## src/rtl/pipeline_pkg.sv

```systemverilog
// Shared definitions for the pipeline barriers (IF/ID, ID/EX, EX/MEM, MEM/WB).
// Holds the default datapath widths, the write-back entry record used by
// the storage slots of the MEM/WB barrier, and the skid depth.
package pipeline_pkg;

  localparam int PIPE_XLEN      = 32;
  localparam int PIPE_REG_IDX_W = 5;

  // Occupancy at which a two-entry barrier stops accepting.
  localparam logic [1:0] SKID_DEPTH = 2'd2;

  // One write-back entry at the default widths.
  // Barriers built with other widths declare a local record
  // with the same field layout.
  typedef struct packed {
    logic [PIPE_XLEN-1:0]      memoryData;
    logic [PIPE_XLEN-1:0]      executionData;
    logic [PIPE_REG_IDX_W-1:0] writeRegisterIndex;
    logic                      memToReg;
    logic                      regWrite;
  } wb_entry_t;

endpackage

```

## src/rtl/pipe_skid_slot.sv

```systemverilog
// Single-entry storage slot: loads d when load is high, cleared
// asynchronously by resetN. Used as both head and skid slot of a barrier.
// Ports: clk, resetN (async active-low), load, d[W], q[W].
module pipe_skid_slot #(
  parameter int W = 8
) (
  input  logic         clk,
  input  logic         resetN,
  input  logic         load,
  input  logic [W-1:0] d,
  output logic [W-1:0] q
);

  always_ff @(posedge clk or negedge resetN) begin
    if (!resetN) begin
      q <= '0;
    end else if (load) begin
      q <= d;
    end
  end

endmodule

```

## src/rtl/mem_wb_skid_barrier.sv

```systemverilog
// MEM->WB pipeline barrier with valid/ready handshake and a 2-entry skid
// buffer (head + skid slot, FIFO order). Every wb* output is taken from the
// head slot or the occupancy register, so no input reaches an output
// combinationally. Supports synchronous flush, x0 write suppression and a
// forwarding tap for the hazard unit.
// Ports:
//   clk, resetN (async active-low), flush
//   MEM side : memValid, memReady, memMemoryData, memExecutionData,
//              memWriteRegisterIndex, memMemToReg, memRegWrite
//   WB side  : wbValid, wbReady, wbMemoryData, wbExecutionData,
//              wbWriteRegisterIndex, wbMemToReg, wbRegWrite, wbWriteData
//   forward  : fwdValid, fwdIndex, fwdData
//   status   : count (0..2)
module mem_wb_skid_barrier
  import pipeline_pkg::*;
#(
  parameter int XLEN              = PIPE_XLEN,
  parameter int REG_IDX_W         = PIPE_REG_IDX_W,
  parameter bit ZERO_REG_SUPPRESS = 1'b1
) (
  input  logic                 clk,
  input  logic                 resetN,
  input  logic                 flush,
  input  logic                 memValid,
  output logic                 memReady,
  input  logic [XLEN-1:0]      memMemoryData,
  input  logic [XLEN-1:0]      memExecutionData,
  input  logic [REG_IDX_W-1:0] memWriteRegisterIndex,
  input  logic                 memMemToReg,
  input  logic                 memRegWrite,
  output logic                 wbValid,
  input  logic                 wbReady,
  output logic [XLEN-1:0]      wbMemoryData,
  output logic [XLEN-1:0]      wbExecutionData,
  output logic [REG_IDX_W-1:0] wbWriteRegisterIndex,
  output logic                 wbMemToReg,
  output logic                 wbRegWrite,
  output logic [XLEN-1:0]      wbWriteData,
  output logic                 fwdValid,
  output logic [REG_IDX_W-1:0] fwdIndex,
  output logic [XLEN-1:0]      fwdData,
  output logic [1:0]           count
);

  typedef struct packed {
    logic [XLEN-1:0]      memoryData;
    logic [XLEN-1:0]      executionData;
    logic [REG_IDX_W-1:0] writeRegisterIndex;
    logic                 memToReg;
    logic                 regWrite;
  } entry_t;

  localparam int ENTRY_W = $bits(entry_t);

  entry_t     in_entry;
  entry_t     head_q;
  entry_t     skid_q;
  entry_t     head_d;
  logic       head_load;
  logic       skid_load;
  logic       accept;
  logic       pop;
  logic       idx_ok;
  logic [1:0] count_reg;
  logic [1:0] count_next;

  assign in_entry = '{
    memoryData:         memMemoryData,
    executionData:      memExecutionData,
    writeRegisterIndex: memWriteRegisterIndex,
    memToReg:           memMemToReg,
    regWrite:           memRegWrite
  };

  assign memReady = (count_reg < SKID_DEPTH);
  assign wbValid  = (count_reg != 2'd0);
  assign accept   = memValid & memReady;
  assign pop      = wbValid & wbReady;

  // Flush wins over accept and pop; no slot is loaded, so the head data
  // outputs keep their last value while wbValid drops.
  always_comb begin
    count_next = count_reg;
    head_load  = 1'b0;
    skid_load  = 1'b0;
    head_d     = in_entry;
    if (flush) begin
      count_next = 2'd0;
    end else begin
      case (count_reg)
        2'd0: begin
          if (accept) begin
            head_load  = 1'b1;
            count_next = 2'd1;
          end
        end
        2'd1: begin
          if (accept && pop) begin
            // Consumed head is replaced by the new entry in place.
            head_load = 1'b1;
          end else if (accept) begin
            skid_load  = 1'b1;
            count_next = 2'd2;
          end else if (pop) begin
            count_next = 2'd0;
          end
        end
        2'd2: begin
          // memReady is low here, so only a pop can happen.
          if (pop) begin
            head_load  = 1'b1;
            head_d     = skid_q;
            count_next = 2'd1;
          end
        end
        default: count_next = 2'd0;
      endcase
    end
  end

  always_ff @(posedge clk or negedge resetN) begin
    if (!resetN) begin
      count_reg <= 2'd0;
    end else begin
      count_reg <= count_next;
    end
  end

  pipe_skid_slot #(.W(ENTRY_W)) u_head (
    .clk    (clk),
    .resetN (resetN),
    .load   (head_load),
    .d      (head_d),
    .q      (head_q)
  );

  pipe_skid_slot #(.W(ENTRY_W)) u_skid (
    .clk    (clk),
    .resetN (resetN),
    .load   (skid_load),
    .d      (in_entry),
    .q      (skid_q)
  );

  assign idx_ok = ZERO_REG_SUPPRESS ? (head_q.writeRegisterIndex != '0) : 1'b1;

  assign wbMemoryData         = head_q.memoryData;
  assign wbExecutionData      = head_q.executionData;
  assign wbWriteRegisterIndex = head_q.writeRegisterIndex;
  assign wbMemToReg           = head_q.memToReg;
  assign wbRegWrite           = head_q.regWrite & idx_ok & wbValid;
  assign wbWriteData          = head_q.memToReg ? head_q.memoryData : head_q.executionData;

  assign fwdValid = wbRegWrite;
  assign fwdIndex = head_q.writeRegisterIndex;
  assign fwdData  = wbWriteData;
  assign count    = count_reg;

endmodule

```

## config.mk

```make
export PLATFORM = sky130hd
export DESIGN_NAME = mem_wb_skid_barrier
export DESIGN_NICKNAME = d
export VERILOG_FILES = /design/src/rtl/pipeline_pkg.sv /design/src/rtl/pipe_skid_slot.sv /design/src/rtl/mem_wb_skid_barrier.sv
export SDC_FILE = /design/constraint.sdc
export NUM_CORES = 1
export LEC_CHECK = 0
export CAP_MARGIN = 20
export CORE_ASPECT_RATIO = 1.25
export CORE_MARGIN = 4
export CORE_UTILIZATION = 30
export CTS_CLUSTER_SIZE = 10
export DETAILED_ROUTE_END_ITERATION = 16
export SLEW_MARGIN = 20
export SYNTH_ARGS = -nofsm -noshare
export SYNTH_HDL_FRONTEND = slang
export SYNTH_SLANG_ARGS = --single-unit
```

## constraint.sdc

```tcl
create_clock -name clk -period 2.8 [get_ports clk]
set_input_delay 0.42 -clock clk [delete_from_list [all_inputs] [get_ports clk]]
set_output_delay 0.42 -clock clk [all_outputs]
set_load 0.05 [all_outputs]
```

==> impl_metrics.toml <==
[finish]
area_growth_pct = 33.8
fillers = 2275
fin_nets = 731
drive_above_1_share_pct = 42.6
antennaDiodeCount = 0

[clock_tree]
clk_pin_slew_ns = 0.06
cts_setup_buffers = 0
cts_root_buffer = "clkbuf_16"
cts_sinks = 144
insertion_delay_ns = 0.42
cts_buffers = 17
tritoncts = "yes"
cts_buffer_depth = 2
htreeDepth = 4

[yosys]
synth.avg_cell_area_um2 = 13.7
yosys.cell_count.top_type = "mux2_2"
synth_top_area_cell = "dfrtp_1"
netlist_top_cells_count = "mux2_2, dfrtp_1, buf_4, buf_2, clkbuf_1"
synthCells = 541
yosysWarnings = 0
synth_top_cell_area_share_pct = 48.6
synth_edf_count = 0
synth_flop_cell = "dfrtp_1"
yosysSeqAreaShare_pct = 48.6
synthesis.area_um2 = 7420
yosys-top-cells-area = "dfrtp_1, mux2_2, buf_4, mux2_1, buf_2"
ys_ff_latch = 144
synth_nets = 617
yosysUniqueCellTypes = 22
ys_async_sr_fraction_pct = 100

[critical_path]
cp_max_fo = 30
start_kind = "flip-flop"
worstPathRequired_ns = 2.38
path_class = "flip-flop to primary output"
cp.arrival_ns = 2.23
cp-end-kind = "primary output"

[floorplanning]
core_um2 = 24400
rows = 64
start_util_pct = 30.4
io_pins = 221
die_area_um2 = 27300
fp.dieH_um = 184
dieWidth_um = 149

[power]
leakagePower_nw = 4.00
p_total_mw = 9.30
p_per_area_nw_per_um2 = 937
vdd_drop_max_mv = 0.470

[sta]
finalCritPeriodShare_pct = 94.6
min_period_ns = 2.65
rsz0062_at_grt = "no"
slew_headroom_pct = 63.5
holdWs_ns = 0.498
worstMarginPinSlew_ns = 0.546
hold_violations = 0
setup_tns_ns = 0
slew_viol_final = 0
fin_worst_skew_ns = 0.00660
setup_viol = 0
max_freq_mhz = 378

[detailed_routing]
first_iter_violations = 66
num_vias = 4416
drc = 0
drtPass1Iterations = 3
wire_per_inst_um = 17.2
wl_um = 17200
viasPerCell = 4.43
ant_nets = 0

[place]
place.port_buffers = 220
dpl.hpwl_um = 12100
gp_congestion = 0.750

[min_path]
hp-class = "flip-flop to flip-flop"

[global_route]
grt_max_degree = 73
grt_usage_pct = 12.9
antenna_found_initial = 0
grt_overflow = 0
grt_pass1_vias = 5123
grt_pass1_wl_um = 27700

[run]
maxCapViolCount = 0

[run_status]
status = "completed"
[cell usage in the layout, fill, tap and decap left out, drive strengths merged, types with 2 or more instances in the layout]
| cell | synthesis | routed |
|---|---|---|
| bufinv | 0 | 4 |
| nor2 | 2 | 2 |
| clkdlybuf4s50 | 0 | 217 |
| dlygate4sd2 | 0 | 2 |
| mux2 | 245 | 245 |
| dfrtp | 144 | 144 |
| buf | 122 | 9 |
| clkinvlp | 0 | 3 |
| mux2i | 2 | 2 |
| clkinv | 0 | 4 |
| clkbuf | 12 | 20 |
[layout make-up]
class | instances | area [um2] | area share (%)
sequential | 144 | 3600 | 36.3
clock inverter | 11 | 163 | 1.64
clock buffer | 20 | 457 | 4.60
tap | 330 | 413 | 4.16
inverter | 1 | 3.75 | 0.0378
multi-input combinational | 262 | 2920 | 29.5
timing repair buffer | 229 | 2360 | 23.8
[path summary, 6_finish.rpt]
path | startpoint | to | slack, ns | cells after the start
setup / recovery | u_head.q[1] | fwdData[18] | 0.15 | 3
hold / removal | u_skid.q[2] | u_skid.q[2] | 0.50 | 1
setup reg to reg | count[0] | u_head.q[20] | 0.70 | 4
hold reg to reg | u_skid.q[2] | u_skid.q[2] | 0.50 | 1
max in group asynchronous | resetN | u_head.q[41] | 1.49 | 3
min in group asynchronous | resetN | u_skid.q[28] | 0.51 | 2
[timing repair]
item                                   CTS  global route
setup endpoints to repair                2             0
endpoints found under the hold margin   52             0
resized for setup                        2             0
hold buffers                             1             0
[kinds of logic (layout without fill, tap and decap cells)]
family	after synthesis	in the layout	share of synthesized area, %
flops	144	144	48.6
buf+inv	135	261	12.5
compound gates	4	4	0.506
mux	247	247	37.5
simple gates	11	11	0.961
[metal layers]
layer	global-route usage (%)	share of wire, %	vias to the layer above
met1	15.3	42	2244
li1	-	-	2026
met3	3.18	4.5	18
met4	4.70	1.8	0
met5	0	0	-
met2	22.5	52	128
[worst max-delay path, cell delays in order (launching register included)]
cell             delay, ns
dfrtp_2               0.45
buf_12                0.25
mux2_2                0.39
clkdlybuf4s50_1       0.71
[stage by stage]
stage               setup WS [ns]  instance area [um2]  util [%]  instances
floorplan                   0.422                 7420         -        541
global placement            0.246                 9300      38.1        965
detailed placement          0.188                 9300      38.1        965
CTS                        0.0831                 9920      40.6        997
global route               0.0596                 9920      40.6        997
finish                      0.152                 9920      40.6        997
[power breakdown]
part	switching, mW	total, mW	internal (mW)
sequential	0.331	2.92	2.59
clock	0.865	2.39	1.53
combinational	2.46	3.99	1.53
total	3.66	9.30	5.64
Note: power is estimated with default switching activity, not from simulation.
